`config.mk`:
```
export PLATFORM = sky130hd
export DESIGN_NAME = gpio_edge_capture_flat
export DESIGN_NICKNAME = d
export VERILOG_FILES = /design/src/rtl/gpio_pkg.sv /design/src/rtl/gpio_edge_capture_if.sv /design/src/rtl/gpio_debounce_cell.sv /design/src/rtl/gpio_edge_capture.sv /design/src/flat_wrapper.sv
export SDC_FILE = /design/constraint.sdc
export NUM_CORES = 1
export LEC_CHECK = 0
export ABC_AREA = 0
export CORE_ASPECT_RATIO = 2
export CORE_MARGIN = 4
export CORE_UTILIZATION = 35
export DETAILED_ROUTE_END_ITERATION = 16
export PLACE_DENSITY = 0.55
export SLEW_MARGIN = 15
export SYNTH_ARGS = -nofsm -noshare
export SYNTH_HDL_FRONTEND = slang
export SYNTH_SLANG_ARGS = --single-unit
export TNS_END_PERCENT = 30
```
`constraint.sdc`:
```
create_clock -name clock -period 1.53 [get_ports clock]
set_input_delay 0.306 -clock clock [delete_from_list [all_inputs] [get_ports clock]]
set_output_delay 0.306 -clock clock [all_outputs]
set_load 0.02 [all_outputs]
```
`src/rtl/gpio_pkg.sv`:
```
`default_nettype none
// +------------------------------------------------------------------------+
// | Package  : gpio_pkg                                                    |
// | Purpose  : Shared GPIO register map, decoded register selector and     |
// |            register-port access record. The GPIO output block and the  |
// |            bus decoder use these too.                                   |
// | Revision : 1.0 - initial release                                       |
// +------------------------------------------------------------------------+
package gpio_pkg;

  localparam int GPIO_REG_W = 32;

  // Byte offsets of the 32-bit registers
  localparam logic [7:0] GPIO_VALUE_OFS   = 8'h00;
  localparam logic [7:0] GPIO_RISE_EN_OFS = 8'h04;
  localparam logic [7:0] GPIO_FALL_EN_OFS = 8'h08;
  localparam logic [7:0] GPIO_STATUS_OFS  = 8'h0C;
  localparam logic [7:0] GPIO_IRQ_EN_OFS  = 8'h10;

  typedef enum logic [2:0] {
    REG_SEL_NONE    = 3'd0,
    REG_SEL_VALUE   = 3'd1,
    REG_SEL_RISE_EN = 3'd2,
    REG_SEL_FALL_EN = 3'd3,
    REG_SEL_STATUS  = 3'd4,
    REG_SEL_IRQ_EN  = 3'd5
  } gpio_reg_sel_e;

  // One register-port access as seen by a slave in its request cycle
  typedef struct packed {
    logic                  we;
    logic [7:0]            addr;
    logic [GPIO_REG_W-1:0] wdata;
  } gpio_reg_access_t;

  // Full-offset match: misaligned or unmapped offsets select nothing
  function automatic gpio_reg_sel_e gpio_decode(input logic [7:0] ofs);
    gpio_reg_sel_e sel;
    case (ofs)
      GPIO_VALUE_OFS:   sel = REG_SEL_VALUE;
      GPIO_RISE_EN_OFS: sel = REG_SEL_RISE_EN;
      GPIO_FALL_EN_OFS: sel = REG_SEL_FALL_EN;
      GPIO_STATUS_OFS:  sel = REG_SEL_STATUS;
      GPIO_IRQ_EN_OFS:  sel = REG_SEL_IRQ_EN;
      default:          sel = REG_SEL_NONE;
    endcase
    return sel;
  endfunction

endpackage
`default_nettype wire

```
`src/rtl/gpio_edge_capture_if.sv`:
```
`default_nettype none
// +------------------------------------------------------------------------+
// | Interface: gpio_edge_capture_if                                        |
// | Purpose  : Single-cycle register port of the GPIO input block.         |
// | Signals  : reg_req   request, one cycle                                |
// |            reg_we    1 = write, 0 = read                               |
// |            reg_addr  byte address, word aligned                        |
// |            reg_wdata write data                                        |
// |            reg_rdata read data, valid with reg_ack                     |
// |            reg_ack   acknowledge, one cycle after reg_req              |
// | Revision : 1.0 - initial release                                       |
// +------------------------------------------------------------------------+
interface gpio_edge_capture_if
  import gpio_pkg::*;
#(
  parameter int ADDR_W = 5
);
  logic                  reg_req;
  logic                  reg_we;
  logic [ADDR_W-1:0]     reg_addr;
  logic [GPIO_REG_W-1:0] reg_wdata;
  logic [GPIO_REG_W-1:0] reg_rdata;
  logic                  reg_ack;

  modport master (
    output reg_req, reg_we, reg_addr, reg_wdata,
    input  reg_rdata, reg_ack
  );

  modport slave (
    input  reg_req, reg_we, reg_addr, reg_wdata,
    output reg_rdata, reg_ack
  );
endinterface
`default_nettype wire

```
`src/rtl/gpio_debounce_cell.sv`:
```
`default_nettype none
// +------------------------------------------------------------------------+
// | Module   : gpio_debounce_cell                                          |
// | Purpose  : One GPIO pin: synchroniser, debounce counter, stable flop   |
// |            and single-cycle rise/fall indications.                     |
// | Ports    : clock, reset_n  clock / async active-low reset              |
// |            pin_i           raw asynchronous pin                         |
// |            stable_o        debounced pin state                          |
// |            rise_o/fall_o   high in the cycle the stable flop is about  |
// |                            to change 0->1 / 1->0                        |
// | Revision : 1.0 - initial release                                       |
// +------------------------------------------------------------------------+
module gpio_debounce_cell #(
  parameter int SYNC_STAGES     = 2,
  parameter int DEBOUNCE_CYCLES = 4
) (
  input  logic clock,
  input  logic reset_n,
  input  logic pin_i,
  output logic stable_o,
  output logic rise_o,
  output logic fall_o
);

  logic [SYNC_STAGES-1:0] sync_q;
  logic                   sync_out;
  logic                   stable_q;
  logic                   stable_d;

  always_ff @(posedge clock or negedge reset_n) begin
    if (!reset_n) begin
      sync_q <= '0;
    end else begin
      sync_q <= {sync_q[SYNC_STAGES-2:0], pin_i};
    end
  end

  assign sync_out = sync_q[SYNC_STAGES-1];

  if (DEBOUNCE_CYCLES == 0) begin : g_bypass
    assign stable_d = sync_out;
  end else begin : g_debounce
    localparam int CNT_W = $clog2(DEBOUNCE_CYCLES + 1);
    localparam logic [CNT_W-1:0] CNT_LAST = CNT_W'(DEBOUNCE_CYCLES - 1);

    logic [CNT_W-1:0] cnt_q;
    logic [CNT_W-1:0] cnt_d;

    // The counter tracks how long sync has disagreed with stable; any
    // agreement restarts it, so only an unbroken run is accepted.
    always_comb begin
      cnt_d    = '0;
      stable_d = stable_q;
      if (sync_out != stable_q) begin
        if (cnt_q == CNT_LAST) begin
          stable_d = sync_out;
        end else begin
          cnt_d = cnt_q + 1'b1;
        end
      end
    end

    always_ff @(posedge clock or negedge reset_n) begin
      if (!reset_n) begin
        cnt_q <= '0;
      end else begin
        cnt_q <= cnt_d;
      end
    end
  end

  always_ff @(posedge clock or negedge reset_n) begin
    if (!reset_n) begin
      stable_q <= 1'b0;
    end else begin
      stable_q <= stable_d;
    end
  end

  // Edges are taken from the pending update so the status flop can latch
  // on the same clock edge that moves the stable flop.
  assign rise_o   = ~stable_q &  stable_d;
  assign fall_o   =  stable_q & ~stable_d;
  assign stable_o = stable_q;

endmodule
`default_nettype wire

```
`src/rtl/gpio_edge_capture.sv`:
```
`default_nettype none
// +------------------------------------------------------------------------+
// | Module   : gpio_edge_capture                                           |
// | Purpose  : GPIO input block. Debounces every pin, latches enabled      |
// |            rising/falling edges into sticky write-1-to-clear status    |
// |            and raises one registered level interrupt.                  |
// | Ports    : clock, reset_n  clock / async active-low reset              |
// |            gpio_input      raw pins                                     |
// |            bus             register port (slave side)                   |
// |            gpio_value      debounced pin state                          |
// |            irq             |(STATUS & IRQ_EN), registered              |
// | Registers: 0x00 VALUE RO, 0x04 RISE_EN, 0x08 FALL_EN,                  |
// |            0x0C STATUS RO/W1C, 0x10 IRQ_EN                             |
// | Revision : 1.0 - initial release                                       |
// +------------------------------------------------------------------------+
module gpio_edge_capture
  import gpio_pkg::*;
#(
  parameter int WIDTH           = 32,
  parameter int SYNC_STAGES     = 2,
  parameter int DEBOUNCE_CYCLES = 4,
  parameter int ADDR_W          = 5
) (
  input  logic                clock,
  input  logic                reset_n,
  input  logic [WIDTH-1:0]    gpio_input,
  gpio_edge_capture_if.slave  bus,
  output logic [WIDTH-1:0]    gpio_value,
  output logic                irq
);

  logic [WIDTH-1:0] stable;
  logic [WIDTH-1:0] rise;
  logic [WIDTH-1:0] fall;

  for (genvar i = 0; i < WIDTH; i++) begin : g_pin
    gpio_debounce_cell #(
      .SYNC_STAGES     (SYNC_STAGES),
      .DEBOUNCE_CYCLES (DEBOUNCE_CYCLES)
    ) u_cell (
      .clock    (clock),
      .reset_n  (reset_n),
      .pin_i    (gpio_input[i]),
      .stable_o (stable[i]),
      .rise_o   (rise[i]),
      .fall_o   (fall[i])
    );
  end

  // ---------------- register port decode ----------------
  logic [ADDR_W-1:0] addr;
  logic              addr_in_range;
  gpio_reg_access_t  acc;
  gpio_reg_sel_e     sel;
  logic              wr;
  logic              rd;
  logic [WIDTH-1:0]  wdata;

  assign addr          = bus.reg_addr;
  // Offsets beyond the 8-bit map must not alias onto real registers
  assign addr_in_range = ((32'(addr)) >> 8) == 32'd0;

  always_comb begin
    acc = '{we: bus.reg_we, addr: 8'(addr), wdata: bus.reg_wdata};
    sel = REG_SEL_NONE;
    if (addr_in_range) begin
      sel = gpio_decode(acc.addr);
    end
  end

  assign wr    = bus.reg_req &  acc.we;
  assign rd    = bus.reg_req & ~acc.we;
  assign wdata = acc.wdata[WIDTH-1:0];

  // ---------------- registers ----------------
  logic [WIDTH-1:0]      rise_en_q, rise_en_d;
  logic [WIDTH-1:0]      fall_en_q, fall_en_d;
  logic [WIDTH-1:0]      irq_en_q,  irq_en_d;
  logic [WIDTH-1:0]      status_q,  status_d;
  logic [WIDTH-1:0]      w1c;
  logic [GPIO_REG_W-1:0] rdata_q,   rdata_d;
  logic                  ack_q;
  logic                  irq_q,     irq_d;

  always_comb begin
    rise_en_d = rise_en_q;
    fall_en_d = fall_en_q;
    irq_en_d  = irq_en_q;
    w1c       = '0;
    if (wr) begin
      case (sel)
        REG_SEL_RISE_EN: rise_en_d = wdata;
        REG_SEL_FALL_EN: fall_en_d = wdata;
        REG_SEL_IRQ_EN:  irq_en_d  = wdata;
        REG_SEL_STATUS:  w1c       = wdata;
        default:         ;
      endcase
    end
    // New edges are OR-ed in after the clear so a coinciding edge survives
    status_d = (status_q & ~w1c) | (rise & rise_en_q) | (fall & fall_en_q);
    irq_d    = |(status_q & irq_en_q);
  end

  // Reads sample the registers before this edge's updates take effect
  always_comb begin
    rdata_d = '0;
    if (rd) begin
      case (sel)
        REG_SEL_VALUE:   rdata_d = GPIO_REG_W'(stable);
        REG_SEL_RISE_EN: rdata_d = GPIO_REG_W'(rise_en_q);
        REG_SEL_FALL_EN: rdata_d = GPIO_REG_W'(fall_en_q);
        REG_SEL_STATUS:  rdata_d = GPIO_REG_W'(status_q);
        REG_SEL_IRQ_EN:  rdata_d = GPIO_REG_W'(irq_en_q);
        default:         rdata_d = '0;
      endcase
    end
  end

  always_ff @(posedge clock or negedge reset_n) begin
    if (!reset_n) begin
      rise_en_q <= '0;
      fall_en_q <= '0;
      irq_en_q  <= '0;
      status_q  <= '0;
      rdata_q   <= '0;
      ack_q     <= 1'b0;
      irq_q     <= 1'b0;
    end else begin
      rise_en_q <= rise_en_d;
      fall_en_q <= fall_en_d;
      irq_en_q  <= irq_en_d;
      status_q  <= status_d;
      rdata_q   <= rdata_d;
      ack_q     <= bus.reg_req;
      irq_q     <= irq_d;
    end
  end

  assign bus.reg_rdata = rdata_q;
  assign bus.reg_ack   = ack_q;
  assign gpio_value    = stable;
  assign irq           = irq_q;

endmodule
`default_nettype wire

```
`src/flat_wrapper.sv`:
```
// flat-port wrapper written by rule: the top's interface ports become plain ports
module gpio_edge_capture_flat import gpio_pkg::*;
#(
  parameter int WIDTH           = 32,
  parameter int SYNC_STAGES     = 2,
  parameter int DEBOUNCE_CYCLES = 4,
  parameter int ADDR_W          = 5
)
  (clock, reset_n, gpio_input, gpio_value, irq, bus_reg_req, bus_reg_we, bus_reg_addr, bus_reg_wdata, bus_reg_rdata, bus_reg_ack);
  gpio_edge_capture_if #(.ADDR_W(ADDR_W)) bus_i ();
  input  logic clock;
  input  logic reset_n;
  input  logic [WIDTH-1:0] gpio_input;
  output logic [WIDTH-1:0] gpio_value;
  output logic irq;
  input wire logic [$bits(bus_i.reg_req)-1:0] bus_reg_req;
  input wire logic [$bits(bus_i.reg_we)-1:0] bus_reg_we;
  input wire logic [$bits(bus_i.reg_addr)-1:0] bus_reg_addr;
  input wire logic [$bits(bus_i.reg_wdata)-1:0] bus_reg_wdata;
  output wire logic [$bits(bus_i.reg_rdata)-1:0] bus_reg_rdata;
  output wire logic [$bits(bus_i.reg_ack)-1:0] bus_reg_ack;
  assign bus_i.reg_req = bus_reg_req;
  assign bus_i.reg_we = bus_reg_we;
  assign bus_i.reg_addr = bus_reg_addr;
  assign bus_i.reg_wdata = bus_reg_wdata;
  assign bus_reg_rdata = bus_i.reg_rdata;
  assign bus_reg_ack = bus_i.reg_ack;
  gpio_edge_capture #(.WIDTH(WIDTH), .SYNC_STAGES(SYNC_STAGES), .DEBOUNCE_CYCLES(DEBOUNCE_CYCLES), .ADDR_W(ADDR_W)) u_core (.clock(clock), .reset_n(reset_n), .gpio_input(gpio_input), .bus(bus_i), .gpio_value(gpio_value), .irq(irq));
endmodule
```
-- Word-level counts from Yosys, hierarchy flattened
Index checks and enable logic that the tools add are counted.
- add/sub/neg operators: 32
- eq/ne operators: 73
- multiplexer cells: 133
- bitwise logic cells: 138
- reductions and logical operators: 5
- operators by type and width (kind ; count):
    3-bit 2-to-1 mux ; 64
    32-bit case mux with 5 select lines ; 1
    32-bit AND ; 4
    3-bit by 2-bit equality test with 1-bit output, second input constant ; 34
    3-bit by 1-bit adder with 3-bit output, second input constant ; 32
    32-bit 2-to-1 mux ; 3
    1-bit AND ; 66
    1-bit inverter ; 65
    1-bit 2-to-1 mux ; 64
    32-bit bitwise OR ; 2
    1-bit inequality test ; 32
    32-bit inverter ; 1
    32-bit OR reduction ; 1
    3-bit case mux with 5 select lines ; 1
    5-bit by 4-bit equality test with 1-bit output, second input constant ; 2
    3-bit equality test, second input constant ; 2
    2-bit AND reduction ; 3
    5-bit by 3-bit equality test with 1-bit output, second input constant ; 1
    5-bit equality test, second input constant ; 1
    5-bit zero test ; 1
    3-bit by 1-bit equality test with 1-bit output, second input constant ; 1
- flip-flop bits (word level): 354
- input bits: 73
- output and inout port bits: 66
- word-level logic and storage cells: 484

-- Longest topological paths before layout
- depth after elaboration: 9
- depth in mapped cells: 6
- depth with buffers taken out: 4

-- Modules after synthesis
A second synthesis with hierarchy kept.
- cell total of the unflattened synthesis: 1103
- area, all modules: 15183.3 sq um
- modules (own cells, without submodules) (module ; instances ; cells each ; area an instance (sq um) ; sequential area each (sq um)):
    gpio_edge_capture ; 1 ; 622 ; 7653.6 ; 4053.9
    gpio_debounce_cell at u_core.g_pin[10].u_cell ... ; 31 ; 15 ; 235.2 ; 150.1
    gpio_debounce_cell at u_core.g_pin[0].u_cell ; 1 ; 16 ; 237.7 ; 150.1

-- Worst setup path before layout
Ideal clock, no wire load.
- path kind: input-to-reg
- start: in bus_reg_addr[3]
- end: reg u_core.rise_en_q[10]
- setup time: 125 ps
- arrival: 1461 ps
- data required time: 1405 ps
- slack: -56 ps
- cell stages on the path: 5
- buffers on the path: 2
- cells stage by stage: nor4_2 > and2_4 > buf_12 > buf_12 > mux2_4
- word-level cells in the longest chain between the ends: 4
- elaborated cells on any way between the ends: 8
- classes of those cells: 5 x eq/ne; 1 x mux; 2 x reduce/logical
- ends and longest elaborated chain (item ; line ; text):
    start, declared ; flat_wrapper.sv:18 ; input wire logic [$bits(bus_i.reg_addr)-1:0] bus_reg_addr;
    5-bit equality test, or another cell as far along ; gpio_pkg.sv:39 ; case (ofs)
    3-bit case mux with 5 select lines (*) ; gpio_pkg.sv:39 ;
    3-bit by 2-bit equality test with 1-bit output (*) ; gpio_edge_capture.sv:91 ; case (sel)
    2-bit AND reduction (no line) (*) ; -- ;
    end signal, assigned ; gpio_edge_capture.sv:129 ; rise_en_q <= rise_en_d;
    end, declared ; gpio_edge_capture.sv:76 ; logic [WIDTH-1:0] rise_en_q, rise_en_d;
Every way passes the cells marked *; elsewhere a longest branch is shown, timed or not.
A chain may end at the register's enable or synchronous reset.

-- Worst setup path after layout
- start: reg u_core.rdata_q[11], in the netlist u_core.bus.reg_rdata[11]
- end: out bus_reg_rdata[11]
- RTL lines (item ; line ; text):
    start, declared ; gpio_edge_capture.sv:81 ; logic [GPIO_REG_W-1:0] rdata_q, rdata_d;
    start signal, assigned ; gpio_edge_capture.sv:133 ; rdata_q <= rdata_d;
    end, declared ; flat_wrapper.sv:20 ; output wire logic [$bits(bus_i.reg_rdata)-1:0] bus_reg_rdata;
No word-level cell between the ends.

==> key figures <==
Finish
  • Area grow syn2layout: 26.7%
  • Util after Layout: 0.450
  • Post-Layout Cell Count: 1880
  • # fillers: 3766
  • Fin nets: approximately 1400
  • Design area: 18900 um2
  • # diodes: 0
  • Share of layout cells above drive strength 1: 0.246

Global routing
  • Largest net degree at the start of global routing: 66
  • GR Overflow Total: 0
  • First-pass GRT wire length: slightly above 60000 um
  • Initial antenna violation count: 1
  • Vias in the first global route: between 10000 and 15000
  • Total GRT Usage: 0.167

Critical path
  • Critical R2R Launch: u_core.irq_en_q[27]
  • Buffer and inverter count on the worst path: 1
  • R2R Path End: u_core.irq
  • Maximum fanout along the worst path: 1
  • Critical Path AT: between 1 and 1.5 ns
  • Critical Path End: bus_reg_rdata[11]
  • Top Family by Delay on Critical Path: flip-flops
  • Worst setup path class: flip-flop to primary output
  • CP Capture Type: primary output
  • CP Depth: 1
  • CP max-delay cell: dfrtp_1
  • Critical path, cell by cell: clkdlybuf4s15_2
  • Worst Path Required: 1.22 ns
  • Delay of the slowest critical-path stage: ~0.4 ns
  • Crit path launch: u_core.bus.reg_rdata[11]
  • Reg2reg setup slack: ~0.06 ns
  • Worst Reg-to-Reg Cells: 4
  • Crit start category: flip-flop

STA
  • Relative slew slack: 0.735
  • Slew @ Worst Pin: 0.398 ns
  • RSZ-0062 raised after global routing: yes
  • Final worst path period need: ~1.5 ns
  • Fin Clk Skew: 0.0158 ns
  • Slew Viols, Final: 0
  • Max Freq: around 670 MHz
  • Final setup TNS: 0 ns
  • Period utilisation layout: 0.974
  • Setup violations, final: 0
  • Setup slack after layout: 0.0396 ns
  • Hold Slack: about 0.22 ns
  • Hold violation total from the final report: 0

CTS
  • Buffers from clock root to sink, at most: 3
  • CTS tree: done
  • CTS Sinks: 354
  • H-tree lvl count: 2
  • CTS root buf: clkbuf_16
  • Total CTS buffers: 35
  • Clock transition at path regs: roughly 0.070 ns
  • Worst-skew pair later-pin latency: about 0.51 ns

Floorplanning
  • Core area: roughly 42000 um2
  • Die Span Y: around 300 um
  • Die Wd: ~150 um
  • Initial core utilization: 0.355
  • Num rows: 106
  • IO Count: about 140
  • Die area: around 46000 um2

Synthesis
  • Synth area leaders: dfrtp_1, mux2_1, mux2_2
  • Synth top area share: 0.594
  • Synth async-reset ratio: 1.00
  • Cell Area, Synth: ~15000 um2
  • Post-synthesis cell type count: 35
  • Ys Warns: 0
  • Cells after Synth: between 1000 and 1500
  • #FFs+latches synth: ~350
  • Top cells by count, synth: dfrtp_1, mux2_1, nand3_1, mux2_2, nor3b_1
  • Syn nets: around 1200
  • Most used DFF post-synth: dfrtp_1
  • Post-synth EDFFs: 0
  • Sequential element share of the synthesized area: 0.594
  • Synth area leader: dfrtp_1
  • Top-count cell post-synth: dfrtp_1
  • Avg Inst Size Synth: about 14 um2

Power
  • Combinational power share: 0.255
  • Pleak: between 8 and 9 nW
  • PwrDens: ~1500 nW/um2
  • Cell-internal power: just over 20 mW
  • Sw Share: 0.296
  • Sw Pwr: 8.51 mW
  • Sequential share of power: 0.439
  • Tot Pwr: between 20 and 30 mW
  • Clock share of power: 0.306
  • Max VDD drop: slightly below 800 uV

Place
  • IO buf count: roughly 140
  • Final GP Congestion: 0.775
  • Hpwl dp: roughly 28000 um
  • Cell total after placement: about 1800
  • Pre-CTS setup slack: -0.677 ns
  • Post-DP Area: around 18000 um2

Drt
  • Routed WL per cell: a little over 20 um
  • DRT Pass-1 Iters: 5
  • Detail-routed via count per cell: 5.05
  • Post-Route WL: roughly 39000 um
  • DRC violations left: 0
  • Final ANT Viol Nets: 0
  • DRT iter0 DRCs: roughly 420
  • DR vias: 9495

Min path
  • Hold crit path type: input pin to flip-flop

Flow run
  • Max cap viols: 0

Status
  • Status: completed
## what timing repair did
item                                   4_1_cts  5_1_grt
buffers inserted                             2        1
pin swaps                                    0        3
hold buffers                                 1        0
gates cloned                                 0        0
endpoints found under the hold margin      177        0
setup endpoints to repair                  180       14
gates resized for setup                    175       18
## power by group through the flow
stage | clock (mW) | combinational, mW | sequential (mW)
final | 8.82 | 7.34 | 12.6
after global routing | 9.47 | 8.18 | 12.9
after CTS | 9.16 | 7.49 | 12.7
after detailed placement | 0 | 7.54 | 12.8
after global placement | 0 | 7.34 | 12.8
after floorplan | 0 | 4.62 | 12.6
## layer usage
metal / vias to the layer above / part of all wire / track usage
li1: 4384 / - / -
met1: 4841 / 0.40 / 0.202
met2: 209 / 0.53 / 0.300
met3: 59 / 0.039 / 0.0268
met4: 2 / 0.032 / 0.0602
met5: - / 0.00034 / 0
## flip-flops by register name (all words and copies together) (netlist names)
signal                                count
u_core.status_q                          32
u_core.g_pin.u_cell.g_debounce.cnt_q     96
u_core.g_pin.u_cell.stable_o             32
u_core.bus.reg_ack                        1
u_core.irq                                1
u_core.fall_en_q                         32
u_core.g_pin.u_cell.sync_q               64
u_core.bus.reg_rdata                     32
u_core.rise_en_q                         32
u_core.irq_en_q                          32
## worst min path at each step
stage | cells past startpoint | start | endpoint | slack [ns]
global route | 1 | gpio_input[13] | u_core.g_pin[13].u_cell.sync_q[0] | 0.19
global placement | 1 | reset_n | u_core.irq_en_q[4] | 0.19
CTS | 1 | gpio_input[2] | u_core.g_pin[2].u_cell.sync_q[0] | 0.19
floorplan | 0 | reset_n | u_core.bus.reg_ack | 0.01
finish | 1 | gpio_input[14] | u_core.g_pin[14].u_cell.sync_q[0] | 0.22
detailed placement | 1 | reset_n | u_core.irq_en_q[4] | 0.19
## layout make-up
class,count,area (um2),share of cell area
sequential,354,8860,0.469
multi-input combinational,671,5630,0.298
timing repair buffer,254,2570,0.136
clock buffer,46,1040,0.0550
tap,540,676,0.0357
clock inverter,15,134,0.00708
## cells in the final DEF (no fill, tap or decap), types with 31 or more instances in the layout
cell type and instances:
clkdlybuf4s15_2 31, a22o_1 31, a21oi_1 33, buf_4 89, nor3b_1 52, a22oi_1 43, ha_1 32, nand3_1 64
dfrtp_1 352, mux2_2 60, nor2b_1 43, nand3b_1 34, xnor2_1 32, clkdlybuf4s50_1 66, nor3_1 31, nand2_1 31
clkbuf_16 37, mux2_1 102
## logic make-up after synthesis
family	count (synthesis)	share of synthesized area
XOR/XNOR	32	0.0188
AO/OA/AOI/OAI	144	0.0643
adder cells (fa/ha/maj)	32	0.0268
flip-flops	354	0.594
buffers and inverters	73	0.0333
multiplexers	192	0.152
AND/OR/NAND/NOR	271	0.111
(Power assumes the default switching activity.)
==> RTL change 1: new RTL, same flow settings <==
Register the output `irq` once more, cleared by the reset; this adds one clock of latency there. The other outputs are not delayed to match. Comments in the files are not updated.
--- a/src/rtl/gpio_edge_capture.sv
+++ b/src/rtl/gpio_edge_capture.sv
@@ -139,7 +139,13 @@
   assign bus.reg_rdata = rdata_q;
   assign bus.reg_ack   = ack_q;
   assign gpio_value    = stable;
-  assign irq           = irq_q;
+  always_ff @(posedge clock or negedge reset_n) begin
+    if (!reset_n) begin
+      irq <= '0;
+    end else begin
+      irq <= irq_q;
+    end
+  end
 
 endmodule
 `default_nettype wire
Function: no difference found for any inputs over 4 cycles, from zero or initial values and one cycle with reset_n low; that may be too few to reach the edited logic, so the function may still have changed.
==> RTL change 1 against the original RTL <==
Worst setup slack got worse by 0.018 ns. First-iteration DRC count fell by 28%. Wire length shrank 2.7%. Power decreased by 0.40%. Sequential cell count up 1. Die area rose by 0.15%. Synthesized area grew 0.15%. Design area is 1.4% lower. Critical path type unchanged. Critical endpoint is now bus_reg_rdata[6]. Largest cell class unchanged. Largest power group unchanged. Highest routed layer is now met4.
==> RTL change 1: results (changes against the original RTL) <==
\begin{tabular}{lr}
\hline
Metric & Value \\
\hline
\multicolumn{2}{l}{\textbf{Detailed routing}} \\
\quad Wirelength per Cell & 20.2 µm (-1.7\%) \\
\quad M1 wire length & 14800 µm (-4.5\%) \\
\quad Uppermost layer routed & met4 \\
\quad Total length of routed wires & 37500 µm (-2.7\%) \\
\multicolumn{2}{l}{\textbf{Outcome}} \\
\quad Run status & finished, final reports clean \\
\multicolumn{2}{l}{\textbf{Setup path}} \\
\quad Critical Path Sink & bus\_reg\_rdata[6] \\
\quad Internal reg-to-reg setup slack & 0.04 ns (-0.02 ns) \\
\quad Startpoint of the worst setup timing path & u\_core.bus.reg\_rdata[6] \\
\multicolumn{2}{l}{\textbf{Place}} \\
\quad Number of placed cells counting well taps & 1798 (-0.99\%) \\
\quad Instance area after placement & 17600 µm² (-0.97\%) \\
\multicolumn{2}{l}{\textbf{Synthesis}} \\
\quad Multiplexer share of the synthesized area & 0.152 (-0.000230) \\
\quad Net count after synthesis & 1204 (+0.083\%) \\
\quad Synthesized-area fraction occupied by xor and xnor cells & 0.0188 (-0.0000283) \\
\quad Post-synthesis adder-cell area fraction & 0.0268 (-0.0000404) \\
\quad Most used standard cells in the synthesized netlist & 355 x sky130\_fd\_sc\_hd\_\_dfrtp\_1, 102 x sky130\_fd\_sc\_hd\_\_mux2\_1, 64 x sky130\_fd\_sc\_hd\_\_nand3\_1 \\
\quad Share of the synthesized area in compound gates (AO/OA/AOI/OAI) & 0.0642 (-0.0000969) \\
\multicolumn{2}{l}{\textbf{Pwr}} \\
\quad Leakage power & 8.39 nW (-1.4\%) \\
\quad Max rail drop VDD & 0.950 mV (+21\%) \\
\quad Sw power & 8.38 mW (-1.6\%) \\
\multicolumn{2}{l}{\textbf{Hold path}} \\
\quad Source of the worst hold timing path & gpio\_input[29] \\
\multicolumn{2}{l}{\textbf{Final layout}} \\
\quad Final Util & 0.443 (-0.00637) \\
\quad Antenna cell count & 1 (+1) \\
\quad Area taken by flip-flops and latches & 8890 µm² (+0.30\%) \\
\quad Count of clock buffers in the final design & 50 (+8.7\%) \\
\quad Post-layout nets & 1401 (-1.4\%) \\
\quad Fraction of layout cells with a size suffix above 1 & 0.237 (-0.00897) \\
\quad \# fillers & 3809 (+1.1\%) \\
\multicolumn{2}{l}{\textbf{CTS}} \\
\quad Number of CTS-inserted buffers & 34 (-2.9\%) \\
\quad Post-CTS setup buffer count & 1 (-1) \\
\quad Number of resized instances in the post-cts repair step & 189 (+8.0\%) \\
\multicolumn{2}{l}{\textbf{STA}} \\
\quad Worst slack on hold paths & 0.216 ns (-0.00746 ns) \\
\quad Final worst clock skew & 0.0145 ns (-0.00127 ns) \\
\quad Normalized max-slew margin & 0.747 (+0.0122) \\
\multicolumn{2}{l}{\textbf{Global route}} \\
\quad Largest net degree at the start of global routing & 68 (+3.0\%) \\
\quad Gr usage total & 0.165 (-0.00266) \\
\quad Number of global-route vias before repair & 10400 (+1.5\%) \\
\quad Initial antenna violation count & 0 (-1) \\
\hline
\end{tabular}
[RTL change 1: cell count changes in the layout (fill, tap and decap cells not counted), moves of 2 or more]
cell	before	now
sky130_fd_sc_hd__buf_4	89	73
sky130_fd_sc_hd__clkbuf_2	4	14
sky130_fd_sc_hd__clkdlybuf4s15_2	31	22
sky130_fd_sc_hd__buf_2	11	18
sky130_fd_sc_hd__clkdlybuf4s15_1	14	8
sky130_fd_sc_hd__clkinv_2	10	4
sky130_fd_sc_hd__clkbuf_1	1	6
sky130_fd_sc_hd__buf_12	29	25
sky130_fd_sc_hd__dlygate4sd2_1	8	5
sky130_fd_sc_hd__nor2b_1	43	45
sky130_fd_sc_hd__nor3b_1	52	50
[RTL change 1: power by group through the flow]
stage          registers, mW  logic (mW)  clock network [mW]
6_report                12.7        7.12                8.87
5_1_grt                 12.9        7.93                9.51
4_1_cts                 12.7        7.33                9.15
3_5_place_dp            12.9        7.43                   0
3_3_place_gp            12.8        7.25                   0
2_1_floorplan           12.6        4.60                   0
==> RTL change 2: new RTL, config.mk and constraints unchanged <==
Without the edit above. `ADDR_W` is set to 5 in 3 places; all go to 6.
--- a/src/rtl/gpio_edge_capture_if.sv
+++ b/src/rtl/gpio_edge_capture_if.sv
@@ -13,7 +13,7 @@
 interface gpio_edge_capture_if
   import gpio_pkg::*;
 #(
-  parameter int ADDR_W = 5
+  parameter int ADDR_W = 6
 );
   logic                  reg_req;
   logic                  reg_we;
--- a/src/rtl/gpio_edge_capture.sv
+++ b/src/rtl/gpio_edge_capture.sv
@@ -19,7 +19,7 @@
   parameter int WIDTH           = 32,
   parameter int SYNC_STAGES     = 2,
   parameter int DEBOUNCE_CYCLES = 4,
-  parameter int ADDR_W          = 5
+  parameter int ADDR_W          = 6
 ) (
   input  logic                clock,
   input  logic                reset_n,
--- a/src/flat_wrapper.sv
+++ b/src/flat_wrapper.sv
@@ -4,7 +4,7 @@
   parameter int WIDTH           = 32,
   parameter int SYNC_STAGES     = 2,
   parameter int DEBOUNCE_CYCLES = 4,
-  parameter int ADDR_W          = 5
+  parameter int ADDR_W          = 6
 )
   (clock, reset_n, gpio_input, gpio_value, irq, bus_reg_req, bus_reg_we, bus_reg_addr, bus_reg_wdata, bus_reg_rdata, bus_reg_ack);
   gpio_edge_capture_if #(.ADDR_W(ADDR_W)) bus_i ();
Ports: changed (resized bus_reg_addr); port bits go from 139 to 140. No check against the original RTL was run, so the function may have changed too.
==> RTL change 2 against the original RTL <==
The run now ends with negative setup slack left. Worst setup slack got worse by 0.087 ns. Wire length grew 1.0%. First-iteration DRC count is 4.3% lower. Design area increased by 0.76%. Sequential cell count did not move. Power fell by 4.4%. Clock power is essentially flat. Synthesized area rose by 1.9%. Largest cell class unchanged. Largest power group unchanged. Highest routed layer unchanged.
==> RTL change 2: results (changes against the original RTL) <==
\begin{tabular}{lr}
\hline
Metric & Value \\
\hline
\multicolumn{2}{l}{\textbf{Outcome}} \\
\quad Run status & finished, violations left \\
\quad Failing checks & negative setup slack \\
\multicolumn{2}{l}{\textbf{Detailed routing}} \\
\quad Iteration-0 DRC count of the detailed router & 405 (-4.3\%) \\
\quad Total number of vias & 10000 (+5.8\%) \\
\multicolumn{2}{l}{\textbf{Synthesis}} \\
\quad Most used standard cells in the synthesized netlist & 354 x sky130\_fd\_sc\_hd\_\_dfrtp\_1, 146 x sky130\_fd\_sc\_hd\_\_mux2\_2, 65 x sky130\_fd\_sc\_hd\_\_and3b\_1 \\
\quad Leading cell types by total area after synthesis & sky130\_fd\_sc\_hd\_\_dfrtp\_1 58\%, sky130\_fd\_sc\_hd\_\_mux2\_2 11\%, sky130\_fd\_sc\_hd\_\_and3b\_1 3.7\% \\
\quad Sequential cell area fraction in the yosys report & 0.583 (-0.0112) \\
\multicolumn{2}{l}{\textbf{Setup path}} \\
\quad Delay of the slowest cell on the worst path & 0.54 ns (+0.14 ns) \\
\quad Crit path max-delay cell type & sky130\_fd\_sc\_hd\_\_or4\_1 \\
\quad Kind of cell adding the most delay to the critical path & simple AND/OR/NAND/NOR gates \\
\quad Endpoint arrival time on the critical path & 1.97 ns (+0.79 ns) \\
\multicolumn{2}{l}{\textbf{STA}} \\
\quad Peak clock frequency supported by timing & 0.634 GHz (-5.5\%) \\
\quad Final setup violation count & 1 (+1) \\
\quad Transition time at the pin with the least slew margin & 0.382 ns (-0.0159 ns) \\
\quad Worst slack on hold paths & 0.149 ns (-0.0744 ns) \\
\quad Minimum setup slack in the final design & -0.0472 ns (-0.0868 ns) \\
\multicolumn{2}{l}{\textbf{Hold path}} \\
\quad Sink of the worst hold path & u\_core.bus.reg\_ack \\
\quad Source of the worst hold timing path & bus\_reg\_req \\
\multicolumn{2}{l}{\textbf{Final layout}} \\
\quad Fraction of layout cells with a size suffix above 1 & 0.273 (+0.0267) \\
\quad Post-layout nets & 1488 (+4.7\%) \\
\multicolumn{2}{l}{\textbf{CTS}} \\
\quad Number of CTS-inserted buffers & 34 (-2.9\%) \\
\multicolumn{2}{l}{\textbf{Global route}} \\
\quad First-pass GRT wire length & 62200 µm (+3.0\%) \\
\quad Largest net degree at the start of global routing & 68 (+3.0\%) \\
\multicolumn{2}{l}{\textbf{Pwr}} \\
\quad Leakage power & 8.73 nW (+2.6\%) \\
\quad Sw power & 8.01 mW (-6.0\%) \\
\quad Power in the clock group & 8.80 mW (about the same) \\
\multicolumn{2}{l}{\textbf{Place}} \\
\quad Gpl congestion & 0.785 (+1.2\%) \\
\quad DP Worst Slack & -0.829 ns (-0.152 ns) \\
\quad HPWL after detailed placement & 26700 µm (-3.5\%) \\
\quad Count of port buffers added during placement & 139 (+0.72\%) \\
\hline
\end{tabular}
[RTL change 2: cell types whose count changed after synthesis, moves of 33 or more]
cell	unedited run	this run
sky130_fd_sc_hd__mux2_1	102	14
sky130_fd_sc_hd__mux2_2	60	146
sky130_fd_sc_hd__and3b_1	1	65
sky130_fd_sc_hd__o21ai_0	30	64
sky130_fd_sc_hd__a21oi_1	33	0
[RTL change 2: cell type report]
| cell class | count | area, µm² | area share |
|---|---|---|---|
| multi-input cells | 737 | 5860 | 0.307 |
| flip-flops and latches | 354 | 8860 | 0.465 |
| repair buffers | 255 | 2490 | 0.131 |
| clock buffers | 48 | 1010 | 0.0533 |
| clock inverters | 13 | 150 | 0.00788 |
| well taps | 545 | 682 | 0.0358 |
[RTL change 2: per-layer routing]
| metal | track usage | wire length [µm] | part of all wire | vias to the layer above |
|---|---|---|---|---|
| met5 | 0 | 10 | 0.00026 | - |
| met4 | 0.0605 | 1240 | 0.032 | 2 |
| li1 | - | - | - | 4671 |
| met1 | 0.211 | 16000 | 0.41 | 5091 |
| met2 | 0.289 | 19900 | 0.51 | 204 |
| met3 | 0.0284 | 1710 | 0.044 | 73 |
[RTL change 2: per-stage QoR]
| step | cells | instance area [µm²] | power, mW | utilization | setup TNS, ns |
|---|---|---|---|---|---|
| finish | 1952 | 19000 | 27.5 | 0.445 | -0.0472 |
| global route | 1952 | 19000 | 29.2 | 0.445 | -0.108 |
| CTS | 1952 | 19100 | 28.1 | 0.446 | -0.0830 |
| detailed placement | 1883 | 17900 | 19.3 | 0.417 | -99.77 |
| global placement | 1883 | 17900 | 19.0 | 0.417 | -94.82 |
| floorplan | 1184 | 15200 | 16.4 | - | -0.617 |
[RTL change 2: cells by family after synthesis]
logic type,synth area share
XOR/XNOR,0.0184
AO/OA/AOI/OAI,0.0606
adder cells (fa/ha/maj),0.0263
buffers and inverters,0.0365
flip-flops,0.583
AND/OR/NAND/NOR,0.157
multiplexers,0.118
[RTL change 2: how the worst max path moves through the flow]
| stage | from | end | slack, ns | depth (start not counted) |
|---|---|---|---|---|
| after floorplan | bus_reg_addr[3] | u_core.irq_en_q[21] | -0.02 | 5 |
| after global placement | bus_reg_addr[3] | u_core.irq_en_q[8] | -0.74 | 5 |
| after detailed placement | bus_reg_addr[3] | u_core.irq_en_q[24] | -0.83 | 5 |
| after CTS | u_core.irq_en_q[20] | u_core.irq | -0.08 | 4 |
| after global routing | u_core.irq_en_q[20] | u_core.irq | -0.10 | 4 |
| final | u_core.irq_en_q[20] | u_core.irq | -0.05 | 4 |
[RTL change 2: what timing repair did]
action,4_1_cts,5_1_grt
resized for setup,177,28
pin swaps,1,2
buffers inserted,5,0
hold endpoints to repair,168,0
cloned,2,0
endpoints found under the setup margin,180,41
hold buffers,1,0
